[src/rtl/alu_op_scheduler_pkg.sv]
// Shared types and widths for the ALU operation scheduler slice.
package alu_pkg;

  localparam int unsigned RESULT_W = 8;
  localparam int unsigned OPND_W   = 4;

  typedef enum logic [1:0] {
    OP_ADD = 2'b00,
    OP_SUB = 2'b01,
    OP_MUL = 2'b10,
    OP_RSV = 2'b11
  } alu_op_t;

  typedef enum logic [1:0] {
    S_IDLE,
    S_ISSUE,
    S_WAIT,
    S_DONE
  } sched_state_t;

endpackage

[src/rtl/alu_op_scheduler_rr_arbiter_2.sv]
// Two-way round-robin arbiter: a lone requester wins, a tie goes to the pointer side.
module rr_arbiter_2 (
  input  logic [1:0] req,
  input  logic       ptr,
  input  logic       en,
  output logic [1:0] gnt
);

  always_comb begin
    gnt = '0;
    if (en) begin
      case (req)
        2'b01:   gnt = 2'b01;
        2'b10:   gnt = 2'b10;
        2'b11:   gnt = ptr ? 2'b10 : 2'b01;
        default: gnt = '0;
      endcase
    end
  end

endmodule

[src/rtl/alu_op_scheduler.sv]
// Shares one ALU core between two requesters: arbitrate, latch operands,
// hold alu_start for the settle window, capture and return the result.
module alu_op_scheduler
  import alu_pkg::*;
#(
  parameter int unsigned SETTLE_CYCLES = 1
) (
  input  logic                clk,
  input  logic                rst_n,
  input  logic [1:0]          req,
  input  logic [OPND_W-1:0]   a0,
  input  logic [OPND_W-1:0]   b0,
  input  logic [1:0]          op0,
  input  logic [OPND_W-1:0]   a1,
  input  logic [OPND_W-1:0]   b1,
  input  logic [1:0]          op1,
  output logic [1:0]          grant,
  output logic [1:0]          done,
  output logic                err,
  output logic [RESULT_W-1:0] result,
  output logic [OPND_W-1:0]   alu_a,
  output logic [OPND_W-1:0]   alu_b,
  output logic [1:0]          alu_op,
  output logic                alu_start,
  input  logic [RESULT_W-1:0] alu_result,
  output logic                busy
);

  sched_state_t        state_q, state_d;
  logic [1:0]          grant_q, grant_d;
  logic                ptr_q, ptr_d;
  logic [3:0]          cnt_q, cnt_d;
  logic [OPND_W-1:0]   a_q, a_d, b_q, b_d;
  alu_op_t             op_q, op_d;
  logic [RESULT_W-1:0] result_q, result_d;
  logic [1:0]          gnt_w;

  rr_arbiter_2 u_arb (
    .req (req),
    .ptr (ptr_q),
    .en  (state_q == S_IDLE),
    .gnt (gnt_w)
  );

  always_ff @(posedge clk or negedge rst_n) begin
    if (!rst_n) begin
      state_q  <= S_IDLE;
      grant_q  <= '0;
      ptr_q    <= 1'b0;
      cnt_q    <= '0;
      a_q      <= '0;
      b_q      <= '0;
      op_q     <= OP_ADD;
      result_q <= '0;
    end else begin
      state_q  <= state_d;
      grant_q  <= grant_d;
      ptr_q    <= ptr_d;
      cnt_q    <= cnt_d;
      a_q      <= a_d;
      b_q      <= b_d;
      op_q     <= op_d;
      result_q <= result_d;
    end
  end

  always_comb begin
    state_d  = state_q;
    grant_d  = grant_q;
    ptr_d    = ptr_q;
    cnt_d    = cnt_q;
    a_d      = a_q;
    b_d      = b_q;
    op_d     = op_q;
    result_d = result_q;
    case (state_q)
      S_IDLE: begin
        if (gnt_w != 2'b00) begin
          grant_d = gnt_w;
          a_d     = gnt_w[1] ? a1 : a0;
          b_d     = gnt_w[1] ? b1 : b0;
          op_d    = alu_op_t'(gnt_w[1] ? op1 : op0);
          state_d = S_ISSUE;
        end
      end
      S_ISSUE: begin
        cnt_d   = 4'(SETTLE_CYCLES);
        state_d = S_WAIT;
      end
      S_WAIT: begin
        cnt_d = cnt_q - 4'd1;
        // Capture on the last settle cycle so DONE presents a stable result.
        if (cnt_q <= 4'd1) begin
          result_d = (op_q == OP_RSV) ? '0 : alu_result;
          state_d  = S_DONE;
        end
      end
      S_DONE: begin
        ptr_d   = grant_q[0];
        grant_d = '0;
        state_d = S_IDLE;
      end
      default: state_d = S_IDLE;
    endcase
  end

  assign grant     = grant_q;
  assign done      = (state_q == S_DONE) ? grant_q : 2'b00;
  assign err       = (state_q == S_DONE) && (op_q == OP_RSV);
  assign result    = result_q;
  assign alu_a     = a_q;
  assign alu_b     = b_q;
  assign alu_op    = op_q;
  assign alu_start = (state_q == S_ISSUE) || (state_q == S_WAIT);
  assign busy      = (state_q != S_IDLE);

endmodule

[config.mk]
export PLATFORM = sky130hd
export DESIGN_NAME = alu_op_scheduler
export DESIGN_NICKNAME = d
export VERILOG_FILES = /design/src/rtl/alu_op_scheduler_pkg.sv /design/src/rtl/alu_op_scheduler_rr_arbiter_2.sv /design/src/rtl/alu_op_scheduler.sv
export SDC_FILE = /design/constraint.sdc
export NUM_CORES = 1
export LEC_CHECK = 0
export ABC_AREA = 0
export BUFFER_PORTS_ARGS = -buffer_cell sky130_fd_sc_hd__buf_2
export CAP_MARGIN = 15
export CELL_PAD_IN_SITES_DETAIL_PLACEMENT = 1
export CELL_PAD_IN_SITES_GLOBAL_PLACEMENT = 2
export CORE_UTILIZATION = 25
export CTS_CLUSTER_DIAMETER = 60
export DETAILED_ROUTE_END_ITERATION = 10
export PLACE_DENSITY_LB_ADDON = 0.1
export SYNTH_ARGS = -nofsm -noshare
export SYNTH_HDL_FRONTEND = slang
export SYNTH_SLANG_ARGS = --single-unit
[constraint.sdc]
create_clock -name clk -period 1.7 [get_ports clk]
set_clock_uncertainty 0.2 [all_clocks]
set_input_delay 0.17 -clock clk [delete_from_list [all_inputs] [get_ports clk]]
set_output_delay 0.17 -clock clk [all_outputs]
set_load 0.01 [all_outputs]
Yosys cells after proc, flatten, opt, wreduce, memory -nomap -nowiden
Index checks and enable logic that the tools add are counted.
{ "classes": {"n_addsub": 1, "n_lt_le_gt_ge": 1, "n_eq_ne": 9, "n_mux": 14, "n_reduce_logical": 11} }
{ "ops": {"columns": ["cell", "n"], "rows": [
  ["$mux 2", 7],
  ["$eq 2x2->1 const B", 5],
  ["$mux 4", 2],
  ["$mux 8", 1],
  ["$pmux 2 s4", 1],
  ["$pmux 4 s2", 1],
  ["$reduce_and 2->1", 4],
  ["$reduce_bool 2->1", 4],
  ["$pmux 2 s3", 1],
  ["$eq 2x1->1 const B", 2],
  ["$le 4x1->1 const B", 1],
  ["$ne 2x2->1 const B", 2],
  ["$pmux 2 s2", 1],
  ["$sub 4x1->4 const B", 1],
  ["$logic_not 2->1", 1],
  ["$logic_and 1x1->1", 1],
  ["$logic_or 1x1->1", 1]
]} }
{ "word_totals": {"ff_bits": 27, "wordCells": 44} }

Depth between registers and ports, before layout
{ "logic_depth": {"word_depth": 6, "mapped_depth": 7, "depth_no_buf": 5} }

Hierarchy
Synthesis repeated with hierarchy kept, for this count alone.
{ "unflattened": {"hier_cells": 138, "area_unflattened_um2": 1327.5} }
{ "by_module_without_submodules": {"columns": ["mod", "n_inst", "cells_per_inst", "area_per_inst_um2", "seq_area_each_um2"], "rows": [
  ["alu_op_scheduler", 1, 133, 1306.3, 675.6],
  ["rr_arbiter_2", 1, 5, 21.3, 0.0]
]} }

Worst setup path before layout
No wires, ideal clock.
{ "synth_timing": {"kind": "register to register", "startpoint": "register state_q[0]", "endpoint": "register result_q[0], in the netlist result[0]", "setup_time_ps": 123, "arrival_time_ps": 1436, "required_ps": 1377, "slack_ps": -60, "stages_incl_launch_ff": 7, "n_path_buf": 2, "period_less_slack_ps": 1760, "cell_sequence": "dfrtp_1 inv_1 ha_1 buf_4 or4b_1 buf_6 mux2i_1"} }
{ "synth_between": {"elab_chain_cells": 2} }
{ "synth_rtl": {"columns": ["element", "line", "source"], "rows": [
  ["start, declared", "alu_op_scheduler.sv:29", "sched_state_t state_q, state_d;"],
  ["start signal, assigned", "alu_op_scheduler.sv:56", "state_q <= state_d;"],
  ["$eq 2x2->1", "alu_op_scheduler.sv:76", "case (state_q)"],
  ["$reduce_and 2->1 (no line)", null, null],
  ["end signal, assigned", "alu_op_scheduler.sv:63", "result_q <= result_d;"],
  ["end, declared", "alu_op_scheduler.sv:35", "logic [RESULT_W-1:0] result_q, result_d;"]
]} }
No other way between the ends.
A chain may end at the register's enable or synchronous reset.

Final worst setup path
Ends and elaborated chain as after synthesis.

==> impl_metrics.yaml <==
synth:
  synth_top_area_cell: "dfrtp_1"
  synthAdderAreaFrac: 0.0468
  synth_area_leaders: "dfrtp_1, a221o_1, mux2i_1"
  synth-simple-area-share: 0.151
  synth_top_family_by_area: "compound AO/OA/AOI/OAI gates"
  ys_ff_latch: 27
  synth_area_um2: 1340
  ys_seq_area_frac: 0.505
  syn_nets: 163
  netlist_instances: 126
  synth_area_per_cell_um2: 10.6
  synthXorXnorAreaFrac: 0
  ys_types: 31
  synth_warnings: 0
  yosys-mux-area-fraction: 0.0674
  synth_compound_area_frac: 0.162
  synth_top_area_share: 0.505
timing:
  slew_headroom: 0.573
  postLayoutSetupSlackWorst_ns: -0.0578
  tightest_slew_ns: 0.641
  rsz0062_at_grt: "true"
  period_minus_slack_ns: 1.76
  fmax_mhz: 569
  hold_violations: 0
  finalSetupViolations: 8
  fin_hold_ws_ns: 0.105
  drv_slew: 0
  final.setup.tns_ns: -0.429
  fin_crit_sh: 1.03
final_layout:
  n_fill_cell: 616
  post_route_cells_drive_above_1_share: 0.410
  syn_to_final_growth_pct: 65.0
  fin_nets: 260
  antenna_cells: 0
  layout_commonest_cell: "buf_2"
  utilization: 0.429
  mostFrequentLayoutCells: "buf_2, dlygate4sd3_1, dfrtp_1, nand2_1"
critical_path:
  critPathRequiredTime_ns: 1.66
  startpoint_type: "flop"
  cp_max_fo: 8
  crit_path_end_kind: "flop"
  worst-setup-path-type: "reg2reg"
  crit_arrival_ns: 1.72
placed_design:
  gp_congestion: 0.766
  dp_slack_ns: -0.271
  dp_hpwl_mm: 2.84
  io_buffers: 56
grt:
  grt_pass1_vias: 1357
  grt.total_usage: 0.152
  grt_pass1_wl_mm: 6.44
  grt_remaining_overflow: 0
  grt_max_degree: 28
  grt_antenna_before_repair: 0
route:
  drcViolationCount: 0
  wl_per_cell_um: 14.3
  ant_nets: 0
  vias: 1292
  routed_wl_mm: 4.17
  routed_via_density: 4.42
  drt_pass1_iterations: 4
  drt-initial-drc-count: 37
min_path:
  hold_path_class: "in2reg"
die:
  die_w_um: 75.1
  io_pins: 57
  fp.dieH_um: 75.1
  dieArea_um2: 5650
  start_util: 0.260
  fp-row-count: 26
  coreArea_um2: 5140
cts:
  cts_tree: "done"
  cts.sinks: 27
  cts.path.max_buffers: 2
  cts_made_buffers: 3
  path_clk_slew_ns: 0.10
  clockRootBuffer: "clkbuf_8"
  htreeDepth: 1
  clk_latency_ns: 0.27
power:
  ir_worst_vdd_mv: 0.582
  powerDensity_nw_per_um2: 1600
  p_leak_nw: 1.13
status:
  violations: "setup timing"
  status: "complete, but fails checks"
job:
  cap_violations: 0
[area by class of cell]
cell class / instances / area, um^2 / area share
clock buffers: 4 / 45.0 / 0.0204
inverters: 16 / 60.1 / 0.0272
multi-input cells: 78 / 671 / 0.304
flip-flops and latches: 27 / 676 / 0.306
well taps: 70 / 87.6 / 0.0397
repair buffers: 97 / 668 / 0.303
[critical path: stages (launching register included)]
cell and delay [ns]:
dfrtp_1 0.40, inv_2 0.10, buf_6 0.11, ha_4 0.11, or4b_4 0.56, mux2i_1 0.16
[metrics by stage]
stage,instances,instance area [um^2],total power [mW]
after floorplan,126,1390,2.28
after global placement,256,1770,2.86
after detailed placement,256,1770,2.94
after CTS,292,2190,3.55
after global routing,292,2210,3.86
final,292,2210,3.54
[timing repair]
| item | in CTS | in global routing |
|---|---|---|
| pin swaps | 2 | 2 |
| hold endpoints to repair | 45 | 0 |
| hold buffers | 29 | 0 |
| setup buffers | 3 | 1 |
| setup endpoints to repair | 23 | 12 |
| resized for setup | 12 | 5 |
[synth_stat cells (all sizes together)]
cell type and n:
a21o 1, a21oi 3, a221o 10, a22o 3, a32o 1, and2 12
and3 2, buf 3, clkbuf 2, dfrtp 27, ha 5, inv 16
mux2i 9, nand2 12, nand2b 1, nand3 3, nand3b 1, nor2 4
o211ai 1, o21ai 3, o221ai 1, o22ai 1, o311ai 1, o31a 1
or3 1, or3b 1, or4b 1
[path summary, 6_finish.rpt]
| check | slack, ns | depth (start not counted) | from | end |
|---|---|---|---|---|
| hold reg to reg | 0.32 | 2 | result[4]$_DFFE_PN0P_ | result[4]$_DFFE_PN0P_ |
| setup / recovery | -0.06 | 5 | state_q[0]$_DFFE_PN0P_ | result[0]$_DFFE_PN0P_ |
| hold / removal | 0.11 | 4 | req[0] | state_q[1]$_DFFE_PN0P_ |
| min in group asynchronous | 0.25 | 2 | rst_n | result[4]$_DFFE_PN0P_ |
| max in group asynchronous | 0.64 | 2 | rst_n | alu_op[0]$_DFFE_PN0P_ |
| setup reg to reg | -0.06 | 5 | state_q[0]$_DFFE_PN0P_ | result[0]$_DFFE_PN0P_ |
[sequential cells by signal, indices dropped and copies added, names as in the netlist]
| register | flops |
|---|---|
| result | 8 |
| alu_a | 4 |
| alu_b | 4 |
| ptr_q | 1 |
| grant | 2 |
| alu_op | 2 |
| cnt_q | 4 |
| state_q | 2 |
[metal layers]
metal | track usage | up-vias | wire (um)
met5 | 0 | - | 0
met4 | 0.0494 | 0 | 72
met3 | 0.0214 | 6 | 150
met2 | 0.259 | 33 | 2100
met1 | 0.201 | 623 | 1850
li1 | - | 630 | -
[kinds of logic (layout without fill, tap and decap cells)]
group	Yosys count	in the layout
compound gates	26	26
fa+ha+maj	5	5
buf+inv	21	117
flops	27	27
mux	9	9
simple gates	38	38
[report_power, final]
part	internal, mW	switching, mW
Sequential	0.938	0.166
Combinational	1.04	1.02
Clock	0.168	0.207
Total	2.15	1.39
Power figures use the tool's default switching activity.
